`src/rtl/if_fetch.sv`:
```
// Instruction-fetch stage: fetch PC, one-outstanding imem reads, prefetch buffer and IF/ID register.
// Define ALIGN_CHECK_EN to trap misaligned redirect targets (fetch_err + HALT); otherwise targets are word-aligned.
module if_fetch #(
  parameter logic [31:0] RESET_PC   = 32'h0000_0000,
  parameter int unsigned FIFO_DEPTH = 2
) (
  input  logic        clk,
  input  logic        rst_n,
  output logic        imem_req,
  output logic [31:0] imem_addr,
  input  logic        imem_ready,
  input  logic [31:0] imem_rdata,
  input  logic        stall,
  input  logic        jmp_sig,
  input  logic [31:0] jmp_addr,
  output logic [31:0] ir_out,
  output logic [31:0] pc_out,
  output logic        valid_out,
  output logic        fetch_err
);

  localparam int unsigned CNT_W = $clog2(FIFO_DEPTH + 1);
  localparam int unsigned PTR_W = (FIFO_DEPTH > 1) ? $clog2(FIFO_DEPTH) : 1;
  localparam logic [CNT_W-1:0] CNT_FULL = CNT_W'(FIFO_DEPTH);
  localparam logic [PTR_W-1:0] PTR_LAST = PTR_W'(FIFO_DEPTH - 1);

  localparam logic [1:0] ST_RUN  = 2'd0;
  localparam logic [1:0] ST_DROP = 2'd1;
  localparam logic [1:0] ST_HALT = 2'd2;

  logic [1:0]       state_q, state_d;
  logic [31:0]      fetch_pc_q, fetch_pc_d;
  logic             req_q, req_d;
  logic [31:0]      addr_q, addr_d;
  logic [CNT_W-1:0] count_q, count_d;
  logic [PTR_W-1:0] rd_ptr_q, rd_ptr_d;
  logic [PTR_W-1:0] wr_ptr_q, wr_ptr_d;
  logic [31:0]      ir_q, ir_d;
  logic [31:0]      pc_q, pc_d;
  logic             valid_q, valid_d;
  logic [31:0]      buf_ir_q [FIFO_DEPTH];
  logic [31:0]      buf_ir_d [FIFO_DEPTH];
  logic [31:0]      buf_pc_q [FIFO_DEPTH];
  logic [31:0]      buf_pc_d [FIFO_DEPTH];

  logic xfer_c;
  logic wait_c;
  logic redirect_c;
  logic push_c;
  logic pop_c;
  logic misalign_c;
  logic err_c;
  logic halt_next_c;

  function automatic logic [PTR_W-1:0] ptr_inc(input logic [PTR_W-1:0] p);
    return (p == PTR_LAST) ? '0 : p + PTR_W'(1);
  endfunction

  assign xfer_c     = req_q & imem_ready;
  assign wait_c     = req_q & ~imem_ready;
  assign redirect_c = valid_q & jmp_sig & ~stall;
  // Only responses to requests issued in RUN are kept; a redirect discards a same-edge response.
  assign push_c     = xfer_c & (state_q == ST_RUN) & ~redirect_c;
  assign pop_c      = ~stall & (count_q != '0) & ~redirect_c;
  assign halt_next_c = err_c | (redirect_c & misalign_c);

`ifdef ALIGN_CHECK_EN
  logic err_q, err_d;

  assign misalign_c = |jmp_addr[1:0];
  assign err_d      = err_q | (redirect_c & misalign_c);
  assign err_c      = err_q;
  assign fetch_err  = err_q;

  // Sticky misaligned-redirect flag, cleared only by reset.
  always_ff @(posedge clk) begin
    if (!rst_n) begin
      err_q <= 1'b0;
    end else begin
      err_q <= err_d;
    end
  end
`else
  logic unused_jmp_lo;

  assign misalign_c    = 1'b0;
  assign err_c         = 1'b0;
  assign fetch_err     = 1'b0;
  assign unused_jmp_lo = ^jmp_addr[1:0];
`endif

  // Next-state: buffer push/pop, IF/ID update, redirect and request issue.
  always_comb begin
    state_d    = state_q;
    fetch_pc_d = fetch_pc_q;
    req_d      = req_q;
    addr_d     = addr_q;
    count_d    = count_q;
    rd_ptr_d   = rd_ptr_q;
    wr_ptr_d   = wr_ptr_q;
    ir_d       = ir_q;
    pc_d       = pc_q;
    valid_d    = valid_q;
    buf_ir_d   = buf_ir_q;
    buf_pc_d   = buf_pc_q;

    if (push_c) begin
      buf_ir_d[wr_ptr_q] = imem_rdata;
      buf_pc_d[wr_ptr_q] = addr_q + 32'd4;
      wr_ptr_d           = ptr_inc(wr_ptr_q);
      fetch_pc_d         = fetch_pc_q + 32'd4;
    end

    if (pop_c) begin
      ir_d     = buf_ir_q[rd_ptr_q];
      pc_d     = buf_pc_q[rd_ptr_q];
      valid_d  = 1'b1;
      rd_ptr_d = ptr_inc(rd_ptr_q);
    end else if (!stall) begin
      ir_d    = '0;
      valid_d = 1'b0;
    end

    count_d = count_q + CNT_W'(push_c) - CNT_W'(pop_c);

    if (redirect_c) begin
      count_d    = '0;
      rd_ptr_d   = '0;
      wr_ptr_d   = '0;
      ir_d       = '0;
      valid_d    = 1'b0;
      fetch_pc_d = {jmp_addr[31:2], 2'b00};
      // A request still waiting for ready must complete before the new target can issue.
      if (wait_c) begin
        state_d = ST_DROP;
      end else begin
        state_d = halt_next_c ? ST_HALT : ST_RUN;
      end
    end else if ((state_q == ST_DROP) && xfer_c) begin
      state_d = halt_next_c ? ST_HALT : ST_RUN;
    end

    if (state_q == ST_HALT) begin
      ir_d    = '0;
      valid_d = 1'b0;
    end

    // A raised request holds address until accepted; otherwise re-evaluate issue.
    if (!wait_c) begin
      req_d  = (state_d == ST_RUN) && (count_d < CNT_FULL);
      addr_d = fetch_pc_d;
    end
  end

  always_ff @(posedge clk) begin
    if (!rst_n) begin
      state_q    <= ST_RUN;
      fetch_pc_q <= RESET_PC;
      req_q      <= 1'b0;
      addr_q     <= RESET_PC;
      count_q    <= '0;
      rd_ptr_q   <= '0;
      wr_ptr_q   <= '0;
      ir_q       <= '0;
      pc_q       <= '0;
      valid_q    <= 1'b0;
    end else begin
      state_q    <= state_d;
      fetch_pc_q <= fetch_pc_d;
      req_q      <= req_d;
      addr_q     <= addr_d;
      count_q    <= count_d;
      rd_ptr_q   <= rd_ptr_d;
      wr_ptr_q   <= wr_ptr_d;
      ir_q       <= ir_d;
      pc_q       <= pc_d;
      valid_q    <= valid_d;
    end
  end

  // Buffer storage is qualified by count/pointers, so it needs no reset.
  always_ff @(posedge clk) begin
    buf_ir_q <= buf_ir_d;
    buf_pc_q <= buf_pc_d;
  end

  assign imem_req  = req_q;
  assign imem_addr = addr_q;
  assign ir_out    = ir_q;
  assign pc_out    = pc_q;
  assign valid_out = valid_q;

endmodule

```
`config.mk`:
```
export PLATFORM = sky130hd
export DESIGN_NAME = if_fetch
export DESIGN_NICKNAME = d
export VERILOG_FILES = /design/src/rtl/if_fetch.sv
export SDC_FILE = /design/constraint.sdc
export NUM_CORES = 1
export LEC_CHECK = 0
export BUFFER_PORTS_ARGS = -buffer_cell sky130_fd_sc_hd__buf_2
export CORE_MARGIN = 5
export CORE_UTILIZATION = 25
export CTS_CLUSTER_SIZE = 8
export DETAILED_ROUTE_END_ITERATION = 6
export HOLD_SLACK_MARGIN = 0.05
export PLACE_DENSITY_LB_ADDON = 0.08
export SLEW_MARGIN = 15
export SYNTH_ARGS = -nofsm -noshare
export SYNTH_HDL_FRONTEND = slang
export SYNTH_SLANG_ARGS = --single-unit
```
`constraint.sdc`:
```
create_clock -name clk -period 6.8 [get_ports clk]
set_clock_uncertainty 0.15 [all_clocks]
set_input_delay 1.36 -clock clk [delete_from_list [all_inputs] [get_ports clk]]
set_output_delay 1.36 -clock clk [all_outputs]
set_load 0.02 [all_outputs]
```
==> results.md <==
* EDFF count, synth at 128
* WP data arrival at 4.29 ns
* Placer Congestion at 0.723
* Cell Rows at 75
* Gate power share at 0.203
* Layout cells sized above 1 at 0.243
* R2R Path End: imem_addr[26]$_SDFFE_PN0N_
* Port Buffers at 164
* Die Y at 215 um
* Power share of the sequential group at 0.430
* Max VDD drop at 146 uV
* Finished Layout Cells at 1627
* Synth cell count leaders: dfxtp_1, edfxtp_1, nor2_1, nand2_1, clkbuf_1
* Clock power frac at 0.367
* Largest fanout on the critical path at 62
* CP Launch Point: stall
* Leak at 4.82 nW
* Setup Crit Path Kind: in -> reg
* Count leader, synth: dfxtp_1
* Post-CTS setup buffer count at 0
* Switching Power at 1.45 mW
* Endpoint type of the worst setup path: flop
* Total Wirelength at 29700 um
* Async set or reset register ratio after synthesis at 0
* CTS buffer count at 39
* Number of global-route vias before repair at 7194
* Antenna-violating nets left at 0
* Routed vias/inst at 4.44
* Rel. slew slack at 0.376
* R2R depth at 6
* Initial Utilization at 0.252
* Setup_tns at 0 ns
* H-tree depth at 2
* Worst slew pin tran at 0.936 ns
* Final Hold Viols at 0
* Fin crit period at 4.04 ns
* CTS tree: built
* CTS root buf: clkbuf_16
* Syn_area_per_cell at 11.7 sq um
* Multi-input gate area at 3660 sq um
* Die W at 215 um
* Post-CTS Hold Buffers at 0
* Distinct cells, synth at 49
* Setup repair after global routing missed its margin: false
* Largest net degree at the start of global routing at 63
* Worst Setup EP: imem_addr[30]$_SDFFE_PN0N_
* Die area at 46100 sq um
* Yosys reg bits at 264
* First-pass detailed-route iteration total at 4
* Startpoint Class: input port
* Hold_ws at 0.328 ns
* Area growth syn-to-layout at 23.7%
* I/O pins at 168
* Hold crit path type: reg -> reg
* Core area at 41700 sq um
* Initial antenna violation count at 1
* Final Max Slew Viols at 0
* Final net count at 1134
* Tot Pwr at 4.82 mW
* Power Internal at 3.37 mW
* CP Depth at 8
* Largest area contributor in the netlist: edfxtp_1
* Clk Latency, worst-skew pair at 0.53 ns
* Outcome: complete, no violations
* # clock sinks at 264
* Via total after detailed routing at 7221
* Global-route wire length before repair at 45600 um
* Total gr overflow at 0
* Post-CTS resize count at 0
* Crit path buf inv count at 2
* CP max stage cell: buf_2
* Sequential share of the synthesized area at 0.627
* Final setup violation count at 0
* Power per Cell Area at 371 nW/um^2
* Dpl hpwl at 19600 um
* Reg2reg start: imem_req$_SDFFE_PN0N_
* GR Util All Layers at 0.127
* Reg area at 6570 sq um
* Cell family with most CP delay: buffers and inverters
* Clock Tree Buf Depth at 3
* FF-to-FF setup slack at 3.92 ns
* Dpl cells at 1559
* Critical path data required time at 7.05 ns
* Worst path max stage delay at 0.66 ns
* CP Cell Sequence: buf_2, nand3b_1, buf_4, nand4_1, nor4_1, xor2_1, mux2i_1, o21ai_0
* Synth Warn # at 0
* Tcrit/Tclk final at 0.594
* CTS clock-pin slew for the worst setup and hold paths at 0.05 ns
* Sw Share at 0.301
* Fill count at 4358
* Max-cap viol count at 0
* Share of the synthesized area in the top cell type at 0.367
* Dominant cells by area after synthesis: edfxtp_1, dfxtp_1, nor2_1
* Mapped Area at 10500 sq um
* FMAX at 248 MHz
* Syn Inst Count at 899
* Initial detailed-routing violation count at 289
* Post-DR wirelength/cell at 18.3 um
* Post-route DRC at 0
* Post-synth net total at 972
* Ys flop type: dfxtp_1
-- layout by cell type, fill, tap and decap left out, types with 33 or more instances in the layout --
cell	n
buf_2	164
dfxtp_1	135
edfxtp_1	128
nor2_1	119
nand2_1	60
a211oi_1	40
xnor2_1	39
clkbuf_16	39
mux2i_1	36
mux2_2	33
-- how the worst min path moves through the flow --
stage	from	endpoint	slack, ns	depth (start not counted)
2_1_floorplan	fetch_pc_q[0]$_SDFF_PN0_	imem_addr[0]$_SDFFE_PN0N_	0.29	2
5_1_grt	fetch_pc_q[0]$_SDFF_PN0_	fetch_pc_q[0]$_SDFF_PN0_	0.35	1
3_3_place_gp	fetch_pc_q[0]$_SDFF_PN0_	fetch_pc_q[0]$_SDFF_PN0_	0.32	1
3_5_place_dp	fetch_pc_q[1]$_SDFF_PN0_	imem_addr[1]$_SDFFE_PN0N_	0.32	2
6_report	fetch_pc_q[1]$_SDFF_PN0_	imem_addr[1]$_SDFFE_PN0N_	0.33	2
4_1_cts	fetch_pc_q[1]$_SDFF_PN0_	imem_addr[1]$_SDFFE_PN0N_	0.33	2
-- logic make-up after synthesis --
| logic type | after synthesis | synth area share |
|---|---|---|
| AOI/OAI and AO/OA | 150 | 0.0970 |
| xor gates and xnor gates | 54 | 0.0451 |
| adders and majority gates | 4 | 0.00478 |
| buffers and inverters | 66 | 0.0260 |
| DFF | 264 | 0.627 |
| muxes | 69 | 0.0699 |
| other | 1 | 0.000358 |
| and+or+nand+nor | 291 | 0.130 |
-- state kept, by name, summed over array words and instances, names as in the netlist --
signal,cells
buf_pc_q,64
pc_out,32
fetch_pc_q,32
count_q,2
valid_out,1
rd_ptr_q,1
buf_ir_q,64
imem_req,1
state_q,2
ir_out,32
wr_ptr_q,1
imem_addr,32
-- power by group through the flow --
| stage | Combinational, mW | Sequential (mW) | Clock [mW] |
|---|---|---|---|
| after global placement | 1.01 | 2.11 | 0 |
| after detailed placement | 1.01 | 2.11 | 0 |
| after floorplan | 0.541 | 2.20 | 0 |
| after CTS | 1.01 | 2.08 | 1.85 |
| final | 0.976 | 2.07 | 1.77 |
| after global routing | 1.08 | 2.11 | 1.92 |
-- metrics by stage --
stage                     instance area [sq um]  utilization  setup WS [ns]
final                                     13000        0.311           2.76
after global routing                      13000        0.311           2.53
after global placement                    11900        0.285           2.15
after detailed placement                  11900        0.285           2.17
after floorplan                           10500            -          0.842
after CTS                                 13000        0.311           2.74
-- worst min-delay path, delay by kind of cell, from the launching register on --
| family | cells | cell delay (ns) |
|---|---|---|
| DFF | 1 | 0.31 |
| AOI/OAI and AO/OA | 1 | 0.06 |
| and+or+nand+nor | 1 | 0.06 |
-- per-layer routing --
metal / wire length, um / track usage / vias to the layer above
met5: 0 / 0 / -
met4: 742 / 0.0451 / 0
met3: 1470 / 0.0283 / 50
met2: 13500 / 0.202 / 166
met1: 14000 / 0.170 / 3397
li1: - / - / 3608
-- layout make-up --
type | instances | area share
Tap cell | 539 | 0.0520
Antenna cell | 2 | 0.000386
Sequential cell | 264 | 0.507
Timing Repair Buffer | 176 | 0.0702
Clock inverter | 1 | 0.000675
Clock buffer | 65 | 0.0843
Inverter | 11 | 0.00318
Multi-Input combinational cell | 569 | 0.283
Power figures use the tool's default switching activity.
